`src/rtl/vga_timing_gen.sv`:
```
// Parametrised VGA raster timing generator with pixel-clock divider and enable freeze.
// Define VGA_FRAME_COUNTER_EN to add the 8-bit frame_cnt output.
module vga_timing_gen #(
  parameter int H_VISIBLE  = 640,
  parameter int H_FRONT    = 16,
  parameter int H_SYNC     = 96,
  parameter int H_BACK     = 48,
  parameter int V_VISIBLE  = 480,
  parameter int V_FRONT    = 10,
  parameter int V_SYNC     = 2,
  parameter int V_BACK     = 33,
  parameter bit H_SYNC_POL = 1'b0,
  parameter bit V_SYNC_POL = 1'b0,
  parameter int CLK_DIV    = 1,
  parameter int CW         = 10
) (
  input  logic          clk,
  input  logic          rst,
  input  logic          enable,
  output logic          pix_stb,
  output logic [CW-1:0] hpos,
  output logic [CW-1:0] vpos,
  output logic          hsync,
  output logic          vsync,
  output logic          display_on,
  output logic          line_start,
  output logic          frame_start
`ifdef VGA_FRAME_COUNTER_EN
  ,
  output logic [7:0]    frame_cnt
`endif
);

  localparam int H_TOTAL = H_VISIBLE + H_FRONT + H_SYNC + H_BACK;
  localparam int V_TOTAL = V_VISIBLE + V_FRONT + V_SYNC + V_BACK;
  localparam int DW = (CLK_DIV > 1) ? $clog2(CLK_DIV) : 1;

  localparam logic [DW-1:0] DIV_LAST = DW'(CLK_DIV - 1);
  localparam logic [CW-1:0] H_LAST   = CW'(H_TOTAL - 1);
  localparam logic [CW-1:0] V_LAST   = CW'(V_TOTAL - 1);

  localparam logic [31:0] H_VIS  = 32'(H_VISIBLE);
  localparam logic [31:0] HS_BEG = 32'(H_VISIBLE + H_FRONT);
  localparam logic [31:0] HS_END = 32'(H_VISIBLE + H_FRONT + H_SYNC);
  localparam logic [31:0] V_VIS  = 32'(V_VISIBLE);
  localparam logic [31:0] VS_BEG = 32'(V_VISIBLE + V_FRONT);
  localparam logic [31:0] VS_END = 32'(V_VISIBLE + V_FRONT + V_SYNC);

  if (CLK_DIV < 1) begin : g_bad_div
    $error("vga_timing_gen: CLK_DIV must be >= 1");
  end
  if (longint'(H_TOTAL) > (longint'(1) << CW)) begin : g_bad_hcw
    $error("vga_timing_gen: H_TOTAL-1 does not fit in CW bits");
  end
  if (longint'(V_TOTAL) > (longint'(1) << CW)) begin : g_bad_vcw
    $error("vga_timing_gen: V_TOTAL-1 does not fit in CW bits");
  end

  logic [DW-1:0] div_q, div_d;
  logic [CW-1:0] hpos_q, hpos_d;
  logic [CW-1:0] vpos_q, vpos_d;
  logic          h_wrap, v_wrap;
  logic          h_in_sync, v_in_sync;

  assign h_wrap  = (hpos_q == H_LAST);
  assign v_wrap  = (vpos_q == V_LAST);
  assign pix_stb = enable & (div_q == DIV_LAST);

  always_comb begin
    div_d  = div_q;
    hpos_d = hpos_q;
    vpos_d = vpos_q;
    if (enable) begin
      div_d = (div_q == DIV_LAST) ? '0 : div_q + 1'b1;
    end
    if (pix_stb) begin
      hpos_d = h_wrap ? '0 : hpos_q + 1'b1;
      if (h_wrap) begin
        vpos_d = v_wrap ? '0 : vpos_q + 1'b1;
      end
    end
  end

  always_ff @(posedge clk or posedge rst) begin
    if (rst) begin
      div_q  <= '0;
      hpos_q <= '0;
      vpos_q <= '0;
    end else begin
      div_q  <= div_d;
      hpos_q <= hpos_d;
      vpos_q <= vpos_d;
    end
  end

  // Decode straight off the counter registers so every output describes the same pixel.
  assign h_in_sync = (32'(hpos_q) >= HS_BEG) && (32'(hpos_q) < HS_END);
  assign v_in_sync = (32'(vpos_q) >= VS_BEG) && (32'(vpos_q) < VS_END);

  assign hpos        = hpos_q;
  assign vpos        = vpos_q;
  assign hsync       = h_in_sync ? H_SYNC_POL : ~H_SYNC_POL;
  assign vsync       = v_in_sync ? V_SYNC_POL : ~V_SYNC_POL;
  assign display_on  = (32'(hpos_q) < H_VIS) && (32'(vpos_q) < V_VIS);
  assign line_start  = pix_stb & (hpos_q == '0);
  assign frame_start = pix_stb & (hpos_q == '0) & (vpos_q == '0);

`ifdef VGA_FRAME_COUNTER_EN
  logic [7:0] fcnt_q, fcnt_d;

  always_comb begin
    fcnt_d = fcnt_q;
    if (pix_stb & h_wrap & v_wrap) begin
      fcnt_d = fcnt_q + 8'd1;
    end
  end

  always_ff @(posedge clk or posedge rst) begin
    if (rst) begin
      fcnt_q <= '0;
    end else begin
      fcnt_q <= fcnt_d;
    end
  end

  assign frame_cnt = fcnt_q;
`endif

endmodule

```
`config.mk`:
```
export PLATFORM = sky130hd
export DESIGN_NAME = vga_timing_gen
export DESIGN_NICKNAME = d
export VERILOG_FILES = /design/src/rtl/vga_timing_gen.sv
export SDC_FILE = /design/constraint.sdc
export NUM_CORES = 1
export LEC_CHECK = 0
export BUFFER_PORTS_ARGS = -buffer_cell sky130_fd_sc_hd__buf_4
export CORE_AREA = 4 4 51 53
export DETAILED_ROUTE_END_ITERATION = 10
export DIE_AREA = 0 0 55 57
export GPL_TIMING_DRIVEN = 0
export PLACE_DENSITY = 0.86
export SLEW_MARGIN = 20
export SYNTH_ARGS = -nofsm -noshare
export SYNTH_HDL_FRONTEND = slang
export SYNTH_SLANG_ARGS = --single-unit
```
`constraint.sdc`:
```
create_clock -name clk -period 6.2 [get_ports clk]
set_input_delay 1.24 -clock clk [delete_from_list [all_inputs] [get_ports clk]]
set_output_delay 1.24 -clock clk [all_outputs]
set_load 0.005 [all_outputs]
```
==> impl_metrics.yaml <==
setup_path:
  ff2ff_setup_slack_ns: 3.92
  path_common_cell: "buf_4"
  end_kind: "output pin"
  crit_path_end: "frame_start"
  crit_start: "enable"
  cp.required_ns: 4.96
  worstReg2RegStart: "hpos[7]$_DFFE_PP0P_"
  r2r_cells: 5
  path_class: "input port to output pin"
  slowest_delay_ns: 0.23
  startpoint_type: "input port"
  worstPathCellList: "buf_4, and4b_1, and4_1, buf_4"
  crit_fanout: 7
  cp.arrival_ns: 1.94
  reg2reg_to: "vpos[9]$_DFFE_PP0P_"
  cpMaxStageDelayCell: "and4b_1"
sta:
  fin_worst_skew_ns: 0.006838
  drv_slew: 0
  hold_viol_final: 0
  tightestPinTransition_ns: 0.7487
  slew_headroom_pct: 50.03
  fmax_mhz: 314.4
  setup-violations-final: 0
  fin_crit_sh_pct: 51.30
  rsz0062_at_grt: "no"
  period_minus_slack_ns: 3.181
  setup_tns_ns: 0
synth:
  ys.flop_type: "dfrtp_1"
  syn_inst: 115
  synthTopCellsByCount: "dfrtp_1, nand3_1, nor2_1, nand2_1, xnor2_1"
  synth_top_area_share_pct: 44.84
  synth_seq_cells: 20
  async_reset_ff_share_pct: 100.0
  synth_area_mm2: 0.001116
  ys_types: 35
  syn_nets: 123
  yosysMostFrequentCell: "dfrtp_1"
  synth_enable_flop_cells: 0
  synthTopCellsByArea: "dfrtp_1, ha_1, xnor2_1"
  syn_area_per_cell_um2: 9.705
  synth_warnings: 0
  ys_seq_area_share_pct: 44.84
  synth.largest_area_cell: "dfrtp_1"
route:
  drc_errors: 0
  drt_wl_total_mm: 2.551
  post_drt_wl_per_cell_um: 14.58
  ant_nets: 0
  drt_iter0_drc: 37
  vias_per_cell: 5.663
  drt_pass1_iterations: 4
  num_vias: 991
power:
  switching_power_mw: 0.1201
  clkPwrFrac_pct: 20.6
  p_int_mw: 0.2475
  power_mw: 0.3677
  combPwrFrac_pct: 28.7
  p_seq_share_pct: 50.7
  p_leak_nw: 0.6897
  p_per_area_mw_per_mm2: 263.1
  swShare_pct: 32.68
  ir_worst_vdd_mv: 0.1990
worst_hold_path:
  hold_depth: 1
  hold_path.class: "flip-flop to flip-flop"
layout:
  utilization_pct: 65.06
  fillers: 175
  drive_gt1_share_pct: 24.49
  finalInstanceArea_mm2: 0.001398
  fin_nets: 156
  n_antenna_cell: 0
  area_delta_synth_final_pct: 25.22
die:
  die_h_um: 57
  coreArea_mm2: 0.002148
  core.rowCount: 17
  initial_core_util_pct: 51.95
  die_w_um: 55
  io_pins: 29
  dieArea_mm2: 0.003135
clocking:
  cts_buffers: 3
  cts_resized: 0
  clock_path_buffers: 2
  cts_root_buffer: "clkbuf_4"
  cts_tree: "built"
  clkSlewWorstSetupHoldPaths_ns: 0.11
  clock_latency_ns: 0.30
  post_cts.repair.setup_buffers: 0
  hold_buffers: 0
  cts.sinks: 20
  htree_levels: 1
outcome:
  status: "finished clean"
global_route:
  grtUsageTotal_pct: 17.86
  grt_pass1_vias: 912
  grt_pass1_wl_mm: 4.236
  grt_overflow: 0
  grt_start_max_net_pins: 21
  antenna_found_initial: 0
place:
  io_buffers: 28
  dp_hpwl_mm: 1.973
  gp_congestion: 0.8910
  placed_area_mm2: 0.001361
run:
  cap_violations: 0
[worst min-delay path by stage]
stage	from	slack, ns	end
floorplan	vpos[7]$_DFFE_PP0P_	0.50	vpos[7]$_DFFE_PP0P_
finish	vpos[7]$_DFFE_PP0P_	0.55	vpos[7]$_DFFE_PP0P_
global placement	vpos[7]$_DFFE_PP0P_	0.51	vpos[7]$_DFFE_PP0P_
CTS	vpos[7]$_DFFE_PP0P_	0.54	vpos[7]$_DFFE_PP0P_
detailed placement	vpos[7]$_DFFE_PP0P_	0.52	vpos[7]$_DFFE_PP0P_
global route	vpos[7]$_DFFE_PP0P_	0.58	vpos[7]$_DFFE_PP0P_
[cells in the final DEF, fill, tap and decap left out, types with 3 or more instances in the layout]
master / synthesis / final
buf_4: 1 / 29
dfrtp_1: 20 / 20
nand3_1: 10 / 10
nor2_1: 8 / 8
nand2_1: 7 / 7
xnor2_1: 7 / 7
nand4_1: 5 / 5
inv_1: 5 / 5
nor3_1: 5 / 5
ha_1: 5 / 5
and3_1: 4 / 4
xor2_1: 4 / 4
and4_1: 3 / 3
o21ai_0: 3 / 3
clkbuf_4: 0 / 3
[per-stage QoR]
step                      std cells  hold slack, ns  setup WS (ns)
after floorplan                 115          0.4977          3.309
after global placement          171          0.5067          3.026
after detailed placement        171          0.5222          3.026
after CTS                       175          0.5419          3.026
after global routing            175          0.5830          3.009
final                           175          0.5484          3.019
[power groups by stage]
stage                     registers, mW  logic, mW  clock network (mW)
final                             0.186      0.106              0.0758
after floorplan                   0.184     0.0555                   0
after global placement            0.186      0.102                   0
after global routing              0.191      0.118              0.0839
after detailed placement          0.188      0.108                   0
after CTS                         0.186      0.108              0.0780
[flip-flops by register name, summed over array words and instances, names as in the netlist]
| name | cells |
|---|---|
| vpos | 10 |
| hpos | 10 |
[worst max-delay path, delay by kind of cell]
kind	cells	cell delay [ns]
simple gates	2	0.43
buf+inv	2	0.27
[layer usage]
metal	share of wire (%)	vias to the layer above	GRT usage [%]	routed length, um
li1	-	483	-	-
met5	0	-	0	0
met3	3.4	2	3.133	86
met2	55	27	30.24	1408
met1	41	479	22.72	1045
met4	0.47	0	5.208	12
[final cells by class]
class | count | area, um2 | share of cell area (%)
Timing Repair Buffer | 28 | 210.2 | 15.04
Buffer | 4 | 20.02 | 1.432
Sequential cell | 20 | 500.5 | 35.81
Inverter | 5 | 18.77 | 1.343
Multi-Input combinational cell | 86 | 576.8 | 41.27
Clock buffer | 4 | 36.28 | 2.596
Tap cell | 28 | 35.03 | 2.507
[logic make-up (layout without fill, tap and decap cells)]
family                   after synthesis  in the layout  synth area share (%)
flip-flops                            20             20                 44.84
multiplexers                           2              2                 1.906
adder cells (fa/ha/maj)                5              5                 5.605
AO/OA/AOI/OAI                         12             12                 6.727
buffers and inverters                  9             41                 3.476
AND/OR/NAND/NOR                       56             56                 28.81
XOR/XNOR                              11             11                 8.632
Note: power is estimated with default switching activity, not from simulation.
